**config.mk**
```make
export PLATFORM = sky130hd
export DESIGN_NAME = mem_access_ctrl
export DESIGN_NICKNAME = d
export VERILOG_FILES = /design/src/rtl/mem_access_ctrl.sv
export SDC_FILE = /design/constraint.sdc
export NUM_CORES = 1
export LEC_CHECK = 0
export CAP_MARGIN = 5
export CORE_UTILIZATION = 40
export CTS_CLUSTER_DIAMETER = 120
export DETAILED_ROUTE_END_ITERATION = 16
export PLACE_DENSITY = 0.88
export SLEW_MARGIN = 20
export SYNTH_ARGS = -nofsm -noshare
export SYNTH_HDL_FRONTEND = slang
export SYNTH_SLANG_ARGS = --single-unit
```
**constraint.sdc**
```tcl
create_clock -name i_clk -period 3.5 [get_ports i_clk]
set_clock_uncertainty 0.1 [all_clocks]
set_input_delay 0.7 -clock i_clk [delete_from_list [all_inputs] [get_ports i_clk]]
set_output_delay 0.7 -clock i_clk [all_outputs]
set_load 0.02 [all_outputs]
```
**src/rtl/mem_access_ctrl.sv**
```systemverilog
// MEM-stage data-memory access sequencer: req/ack port, lane steering, load extension, pipe/debug arbitration.
// Optional ack watchdog with o_err output when MEM_TIMEOUT_EN is defined.
module mem_access_ctrl #(
  parameter int unsigned NBITS  = 32,
  parameter int unsigned MEM_AW = 10
`ifdef MEM_TIMEOUT_EN
  , parameter int unsigned TIMEOUT_CYC = 16
`endif
) (
  input  logic              i_clk,
  input  logic              i_rst_n,
  input  logic              i_memread,
  input  logic              i_memwrite,
  input  logic [NBITS-1:0]  i_aluresult,
  input  logic [NBITS-1:0]  i_wrdata,
  input  logic [1:0]        i_size,
  input  logic              i_unsigned,
  output logic              o_stall,
  output logic [NBITS-1:0]  o_memstgdata,
  output logic              o_misalign,
  input  logic              i_dbg_req,
  input  logic [MEM_AW-1:0] i_dbg_addr,
  output logic              o_dbg_gnt,
  output logic              o_dbg_valid,
  output logic [NBITS-1:0]  o_dbg_data,
  output logic              o_mem_req,
  output logic              o_mem_we,
  output logic [MEM_AW-1:0] o_mem_addr,
  output logic [NBITS-1:0]  o_mem_wdata,
  output logic [3:0]        o_mem_be,
`ifdef MEM_TIMEOUT_EN
  output logic              o_err,
`endif
  input  logic              i_mem_ack,
  input  logic [NBITS-1:0]  i_mem_rdata
);

  typedef enum logic [2:0] {
    S_IDLE  = 3'd0,
    S_PIPE  = 3'd1,
    S_DBG   = 3'd2,
    S_PDONE = 3'd3,
    S_DDONE = 3'd4
  } state_t;

  state_t            r_state;
  state_t            w_state_nxt;

  logic              r_mem_req;
  logic              r_mem_we;
  logic [MEM_AW-1:0] r_mem_addr;
  logic [NBITS-1:0]  r_mem_wdata;
  logic [3:0]        r_mem_be;
  logic              r_dbg_gnt;
  logic              r_dbg_valid;
  logic [NBITS-1:0]  r_dbg_data;
  logic [NBITS-1:0]  r_load_q;
  logic              r_last_pipe;

  logic              w_pipe_acc;
  logic              w_misal;
  logic              w_pipe_ok;
  logic              w_dbg_win;
  logic              w_issue_pipe;
  logic              w_issue_dbg;
  logic              w_timeout;
  logic              w_pipe_end;
  logic              w_dbg_end;
  logic [3:0]        w_be;
  logic [NBITS-1:0]  w_wdata;
  logic [7:0]        w_ld_byte;
  logic [15:0]       w_ld_half;
  logic [NBITS-1:0]  w_ld_ext;

  // Access classification from the (stall-frozen) pipeline inputs
  assign w_pipe_acc = i_memread | i_memwrite;
  assign w_misal    = ((i_size == 2'b01) && i_aluresult[0]) ||
                      (i_size[1] && (i_aluresult[1:0] != 2'b00));
  assign w_pipe_ok  = w_pipe_acc && !w_misal;
  assign w_dbg_win  = i_dbg_req && (!w_pipe_ok || r_last_pipe);

`ifdef MEM_TIMEOUT_EN
  localparam int unsigned TO_W = $clog2(TIMEOUT_CYC + 1);
  logic [TO_W-1:0] r_to_cnt;
  logic            r_err;

  assign w_timeout = (r_to_cnt == TO_W'(TIMEOUT_CYC - 1)) && !i_mem_ack;
  assign o_err     = r_err;

  // Watchdog counts req cycles of the current access
  always_ff @(posedge i_clk) begin
    if (!i_rst_n) begin
      r_to_cnt <= '0;
      r_err    <= 1'b0;
    end else begin
      r_err <= (r_state inside {S_PIPE, S_DBG}) && w_timeout;
      if (w_issue_pipe || w_issue_dbg) begin
        r_to_cnt <= '0;
      end else if (r_state inside {S_PIPE, S_DBG}) begin
        r_to_cnt <= r_to_cnt + TO_W'(1);
      end
    end
  end
`else
  assign w_timeout = 1'b0;
`endif

  assign w_pipe_end = (r_state == S_PIPE) && (i_mem_ack || w_timeout);
  assign w_dbg_end  = (r_state == S_DBG)  && (i_mem_ack || w_timeout);

  // Store lane steering and load extraction/extension
  always_comb begin
    w_be      = 4'hF;
    w_wdata   = i_wrdata;
    w_ld_byte = i_mem_rdata[{i_aluresult[1:0], 3'b000} +: 8];
    w_ld_half = i_mem_rdata[{i_aluresult[1], 4'b0000} +: 16];
    w_ld_ext  = i_mem_rdata;
    unique case (i_size)
      2'b00: begin
        w_be     = 4'b0001 << i_aluresult[1:0];
        w_wdata  = {4{i_wrdata[7:0]}};
        w_ld_ext = i_unsigned ? {{(NBITS-8){1'b0}}, w_ld_byte}
                              : {{(NBITS-8){w_ld_byte[7]}}, w_ld_byte};
      end
      2'b01: begin
        w_be     = 4'b0011 << {i_aluresult[1], 1'b0};
        w_wdata  = {2{i_wrdata[15:0]}};
        w_ld_ext = i_unsigned ? {{(NBITS-16){1'b0}}, w_ld_half}
                              : {{(NBITS-16){w_ld_half[15]}}, w_ld_half};
      end
      default: begin
        w_be     = 4'hF;
        w_wdata  = i_wrdata;
        w_ld_ext = i_mem_rdata;
      end
    endcase
  end

  // State register
  always_ff @(posedge i_clk) begin
    if (!i_rst_n) begin
      r_state <= S_IDLE;
    end else begin
      r_state <= w_state_nxt;
    end
  end

  // Next state, arbitration and combinational pipeline-facing outputs
  always_comb begin
    w_state_nxt  = r_state;
    w_issue_pipe = 1'b0;
    w_issue_dbg  = 1'b0;
    o_stall      = 1'b0;
    o_misalign   = 1'b0;
    o_memstgdata = i_aluresult;

    unique case (r_state)
      S_IDLE: begin
        if (w_dbg_win) begin
          w_issue_dbg = 1'b1;
          w_state_nxt = S_DBG;
        end else if (w_pipe_ok) begin
          w_issue_pipe = 1'b1;
          w_state_nxt  = S_PIPE;
        end
      end
      S_PIPE:  if (w_pipe_end) w_state_nxt = S_PDONE;
      S_DBG:   if (w_dbg_end)  w_state_nxt = S_DDONE;
      S_PDONE: w_state_nxt = S_IDLE;
      S_DDONE: w_state_nxt = S_IDLE;
      default: w_state_nxt = S_IDLE;
    endcase

    // PIPE/PDONE always hold the already-accepted aligned access
    o_stall    = i_rst_n && w_pipe_ok && (r_state != S_PDONE);
    o_misalign = i_rst_n && w_pipe_acc && w_misal &&
                 (r_state inside {S_IDLE, S_DBG, S_DDONE});
    if ((r_state == S_PDONE) && i_memread) begin
      o_memstgdata = r_load_q;
    end
  end

  // Registered memory-port and debug outputs
  always_ff @(posedge i_clk) begin
    if (!i_rst_n) begin
      r_mem_req   <= 1'b0;
      r_mem_we    <= 1'b0;
      r_mem_addr  <= '0;
      r_mem_wdata <= '0;
      r_mem_be    <= 4'h0;
      r_dbg_gnt   <= 1'b0;
      r_dbg_valid <= 1'b0;
      r_dbg_data  <= '0;
      r_load_q    <= '0;
      r_last_pipe <= 1'b0;
    end else begin
      r_dbg_gnt   <= w_issue_dbg;
      r_dbg_valid <= w_dbg_end;
      if (w_issue_pipe) begin
        r_mem_req   <= 1'b1;
        r_mem_we    <= i_memwrite;
        r_mem_addr  <= i_aluresult[MEM_AW+1:2];
        r_mem_wdata <= i_memwrite ? w_wdata : '0;
        r_mem_be    <= w_be;
        r_last_pipe <= 1'b1;
      end else if (w_issue_dbg) begin
        r_mem_req   <= 1'b1;
        r_mem_we    <= 1'b0;
        r_mem_addr  <= i_dbg_addr;
        r_mem_wdata <= '0;
        r_mem_be    <= 4'hF;
        r_last_pipe <= 1'b0;
      end
      if (w_pipe_end) begin
        r_mem_req <= 1'b0;
        r_load_q  <= i_mem_ack ? w_ld_ext : '0;
      end
      if (w_dbg_end) begin
        r_mem_req  <= 1'b0;
        r_dbg_data <= i_mem_ack ? i_mem_rdata : '0;
      end
    end
  end

  assign o_mem_req   = r_mem_req;
  assign o_mem_we    = r_mem_we;
  assign o_mem_addr  = r_mem_addr;
  assign o_mem_wdata = r_mem_wdata;
  assign o_mem_be    = r_mem_be;
  assign o_dbg_gnt   = r_dbg_gnt;
  assign o_dbg_valid = r_dbg_valid;
  assign o_dbg_data  = r_dbg_data;

endmodule

```
* After elaboration in Yosys (flattened, before gate mapping) *
Cells that the tools add are included.

operators by class
  shift operators = 4
  equality and inequality tests = 9
  bitwise logic cells = 2
  multiplexer cells = 30
  reduce and logical (&&, ||, !) cells = 23

operator list
  kind                                                                     number
  32-bit 2-to-1 mux                                                        8
  32-bit one-hot mux with 2 select lines                                   2
  32-bit by 6-bit variable part select with 16-bit output                  1
  32-bit by 6-bit variable part select with 8-bit output                   1
  10-bit 2-to-1 mux                                                        2
  1-bit logical AND                                                        12
  3-bit 2-to-1 mux                                                         4
  1-bit 2-to-1 mux                                                         10
  3-bit one-hot mux with 3 select lines                                    1
  4-bit 2-to-1 mux                                                         2
  4-bit one-hot mux with 2 select lines                                    1
  3-bit by 2-bit == test with 1-bit output, second input constant          2
  2-bit inequality test, second input constant                             2
  2-bit nonzero test                                                       2
  1-bit by 2-bit << shifter with 4-bit output, first input constant        1
  2-bit by 2-bit << shifter with 4-bit output, first input constant        1
  3-bit by 1-bit == test with 1-bit output, second input constant          1
  3-bit == test, second input constant                                     1
  3-bit zero test                                                          1
  3-bit by 2-bit inequality test with 1-bit output, second input constant  1
  3-bit inequality test, second input constant                             1
  3-bit AND reduction                                                      1
  3-bit nonzero test                                                       1
  3-bit OR reduction                                                       1
  6 further kinds                                                          8

word-level totals
  register bits = 118
  word-level logic and storage cells = 79

* Logic depth before layout (Yosys ltp) *
  word-level depth = 12
  mapped depth = 8
  gate-level depth less buffers = 4

* Least setup slack after synthesis *
No wires, ideal clock.

  path kind = input-to-output
  start point = input i_size[1]
  end point = output o_stall
  path slack = 854 ps
  data required time = 2700 ps
  buffers on the path = 1
  stages on the path = 4
  data arrival time = 1846 ps
  path through = buf_2 nor2_4 o22ai_1 a211oi_1

between the ends
  cells in the longest elaborated chain, start to end = 7

RTL lines
  item                                      line  RTL
  start, declared                           16    input logic [1:0] i_size,
  2-bit by 1-bit == test with 1-bit output  77    assign w_misal = ((i_size == 2'b01) && i_aluresult[0]) ||
  1-bit logical AND                         77
  1-bit logical OR *                        77
  1-bit zero test *                         79    assign w_pipe_ok = w_pipe_acc && !w_misal;
  1-bit logical AND *                       79
  1-bit logical AND * (2 in a row)          175   o_stall = i_rst_n && w_pipe_ok && (r_state != S_PDONE);
  end, declared                             18    output logic o_stall,

Every way passes the cells marked *; elsewhere a longest branch is shown, timed or not.

* Worst setup path in the final report *
  start point = input i_memread
  end point = output o_memstgdata[26]

between the ends
  cells in the longest elaborated chain, start to end = 2

RTL lines
  item               line  RTL
  start, declared    12    input logic i_memread,
  1-bit logical AND  178   if ((r_state == S_PDONE) && i_memread) begin
  32-bit 2-to-1 mux  178
  end, declared      19    output logic [NBITS-1:0] o_memstgdata,

No other way between the ends.

==> summary by stage <==
Clock network
Clock-pin slew was measured on the worst setup and hold paths at 0.05 ns. The CTS tree is done. The clock sink total is 118. The total of cells resized after clock tree synthesis is 0.

After clock tree synthesis, the flow added hold-fix buffers numbering 0. The maximum clock insertion buffer count is 2. The tree is rooted in a clkbuf_16. The latest clock arrival within the worst-skew pair is 0.41 ns. In this run, CTS created clock tree buffers numbering 17. The number of setup buffers added after CTS is 0.

The H-tree was split into 4 levels.

Synthesis
The number of warning messages in the yosys log is 0. In this run, synthesis inferred 0 flip-flops with an integrated enable. Counting every instance in the synthesized netlist gives 574.

The average instance in the mapped netlist occupies 9.295 um2. Counting flops with an async set or reset pin after synthesis yields a share of 0%. Among all flip-flop cells after synthesis, the most frequent one is dfxtp_1. Synthesis produced a netlist with a net count of 689.

After synthesis the netlist holds a flip-flop and latch count of 118. For this run, the register share of the synthesized area comes to 44.28%. The synthesized netlist devotes 12.22% of its cell area to simple gates. The synthesized netlist devotes 0% of its cell area to XOR and XNOR gates. The dominant combinational cell family by area after synthesis is compound AO/OA/AOI/OAI gates. The compound-cell area share of the yosys netlist is 25.12%. The synthesized netlist contains 52 unique library cells. The mux share of post-synthesis cell area is 13.44%. After Yosys synthesis, full adders, half adders and majority gates account for 0% of the synthesized area. In this run the cell area of the synthesized design comes to 5335 um2.

Place
The count of buffers added on input and output ports is 230. At the end of routability-driven placement, the weighted congestion stood at 0.9015. In this run the cell area measured after placement is 7726 um2.

The HPWL after detailed placement is 13.25 mm.

Worst setup path
For the worst setup path, the data arrival time is 2.51 ns. The kind of end point of the critical path is a primary output. The data required time at the worst endpoint is 2.70 ns. The total buffers and inverters traversed by the critical path is 3.

The cell family with the largest share of critical-path delay is buffers and inverters. The kind of critical path is in2out. STA classifies the critical path startpoint as an input port. Traced cell by cell, the critical path runs through clkdlybuf4s50_1, nand3_1, buf_12, mux2_2, clkdlybuf4s50_1. The worst register-to-register path ends at o_mem_wdata[11]. For the worst flop-to-flop path, the logic depth is 4. The delay of the slowest critical-path stage is 0.53 ns. The cell with the biggest individual delay on the critical path is clkdlybuf4s50_1. The maximum net fanout on the critical path is 32. The launch point of the worst reg-to-reg path is r_state[0]. The cell that appears most often on the critical path is clkdlybuf4s50_1. The reg2reg setup slack is 1.26 ns. The instance count on the critical path is 5.

Routing
The number of DRC violations after detailed-routing iteration 0 is 279. The final route contains 5,292 vias. The number of vias per cell is 5.439. The routed length per placed instance is 18.39 um.

The pre-antenna-repair detailed-routing pass consisted of 5 iterations. The post-route DRC violation count is 0. The detail route stage leaves a number of antenna-violating nets equal to 0.

The total wire length is 17.89 mm.

Cells and area
Relative to the synthesized area, the layout overhead comes to 55.09%. The core occupancy in the finished layout is 64.52%. The total non-filler cell area in the finished layout is 8274 um2. The filler cell count in the final layout is 1,023. The proportion of layout cells with a drive suffix above 1 is 12.73%. The layout net count is 903. The number of antenna diodes in the final layout is 0.

Die
In this run the core area contains 41 standard-cell rows. Measured along the y axis, the die boundary spans 117.5 um. For this configuration, the core starts out at a cell density of 41.60%. The die area is 13,800 um2.

The die is 117.5 um wide. The core footprint is 12,820 um2. The top-level I/O count is 231.

Hold path
The worst hold path terminates at o_mem_we. In this run the worst hold path is classified as reg2reg. The startpoint identified for the worst hold timing path is o_mem_we. Along the worst hold path, the cell count comes to 1.

Timing
The worst slew margin relative to its limit is 35.95%. The sum of negative setup slack is 0 ns. The slew of the pin with the lowest slew margin is 0.9544 ns. Setup repair after global routing left no endpoint under its margin.

The share of the clock period used by the worst path after layout is 94.56%. The clock period minus final worst setup slack is 3.310 ns. The count of endpoints failing hold in the final timing report is 0. The total setup violations reported at the end of the flow is 0. Static timing analysis puts the maximum clock frequency at 302.2 MHz.

The max-slew violation total from the final report was 0.

Pwr
Dividing total power by cell area gives a power density of 479.0 nW/um2. IR analysis of the VDD net gives a maximum drop of 0.3042 mV. Overall power consumption after layout is estimated at 0.003964 W. In this run the static leakage power is 3.156 nW.

Global route
In the global route stage, overall resource usage came out at 26.32%. The via count of the first global-routing pass is 5,202. The first global-routing pass estimated 28.38 mm of wire. The total overflow reported by the global router is 0. Entering global routing, the biggest net connects 41 pins. The initial antenna violation count is 0.

Flow run
Max-cap violations in this run came to 0.

Status
The flow ran to the end, and the final reports show no timing, DRC or antenna violations.
## placed cells by master (no fill, tap or decap), drive strengths merged, types with 2 or more instances in the layout
master,synthesis,routed
clkdlybuf4s50,0,229
dfxtp,118,118
nand2,96,96
a21oi,46,46
o21ai,35,35
mux2,34,34
mux2i,33,33
a22oi,23,23
a22o,22,22
clkbuf,23,21
nor2,20,20
o2bb2ai,16,16
buf,27,16
o221a,13,13
o21a,10,10
nor3,8,8
clkinv,2,7
nor2b,6,6
a221oi,6,6
clkinvlp,0,6
o22ai,3,3
a21o,3,3
nand2b,3,3
nand3,2,2
and3,2,2
or4,2,2
o31a,2,2
a2bb2oi,2,2
a211oi,2,2
## how the worst max path moves through the flow
stage                    from               end  slack (ns)
2_1_floorplan       i_size[1]           o_stall        0.85
3_3_place_gp        i_memread   o_memstgdata[0]        0.26
3_5_place_dp        i_memread  o_memstgdata[26]        0.23
4_1_cts             i_memread  o_memstgdata[26]        0.23
5_1_grt        i_aluresult[1]           o_stall        0.14
6_report            i_memread  o_memstgdata[26]        0.19
## worst register-to-register path: cells and delay by family (launching register included)
kind / cells / cell delay [ns]
simple gates: 2 / 1.07
flops: 1 / 0.39
compound gates: 2 / 0.58
## cell usage after synthesis (all sizes together) (2+ instances only)
library cell	number	share of area, %
o21a	10	1.4
a21o	3	0.42
buf	27	3.1
nand2b	3	0.35
o31a	2	0.33
nor3	8	0.84
a22o	22	3.6
mux2	34	7.2
nor2	20	1.6
nor2b	6	0.70
nand3	2	0.19
and3	2	0.23
a221oi	6	0.98
clkinv	2	0.14
o2bb2ai	16	2.6
mux2i	33	6.2
or4	2	0.28
a22oi	23	3.2
o22ai	3	0.35
a211oi	2	0.52
o221a	13	2.7
clkbuf	23	1.7
nand2	96	6.8
a2bb2oi	2	0.33
a21oi	46	4.3
o21ai	35	3.3
dfxtp	118	44
## registers in the layout, summed over array words and instances (netlist names)
signal       count
o_mem_be         4
r_state          3
o_mem_we         1
o_mem_addr      10
o_mem_req        1
o_dbg_gnt        1
r_load_q        32
o_dbg_data      32
o_mem_wdata     32
o_dbg_valid      1
r_last_pipe      1
## metrics by stage
step / cells / setup WS (ns) / hold slack, ns
after floorplan: 574 / 0.8536 / 0.3442
after global placement: 941 / 0.2562 / 0.3330
after detailed placement: 941 / 0.2254 / 0.3435
after CTS: 973 / 0.2284 / 0.3525
after global routing: 973 / 0.1436 / 0.3733
final: 973 / 0.1905 / 0.3504
## cell families after synthesis
family | count (synthesis)
simple gates | 147
compound gates | 189
buf+inv | 53
flops | 118
mux | 67
## area by class of cell
type	instances	area (um2)	area share, %
clock buffer	21	470.5	5.686
sequential	118	2362	28.55
multi-input combinational	403	2715	32.81
inverter	3	11.26	0.1361
tap	172	215.2	2.601
timing repair buffer	245	2422	29.28
clock inverter	11	77.57	0.9375
## routing by layer
layer  track usage, %  up-vias  wire (um)
met5                0        -          0
met4            11.14        0        566
met3            8.333       47       1308
met2            42.49      234       8316
met1            32.26     2465       7701
li1                 -     2546          -
## where the power goes
group          leakage, nW  internal, W  switching [W]
Clock                0.253     0.000956       0.000614
Sequential           0.961      0.00145      0.0000644
Combinational         1.94     0.000438       0.000446
Note: power is estimated with default switching activity, not from simulation.
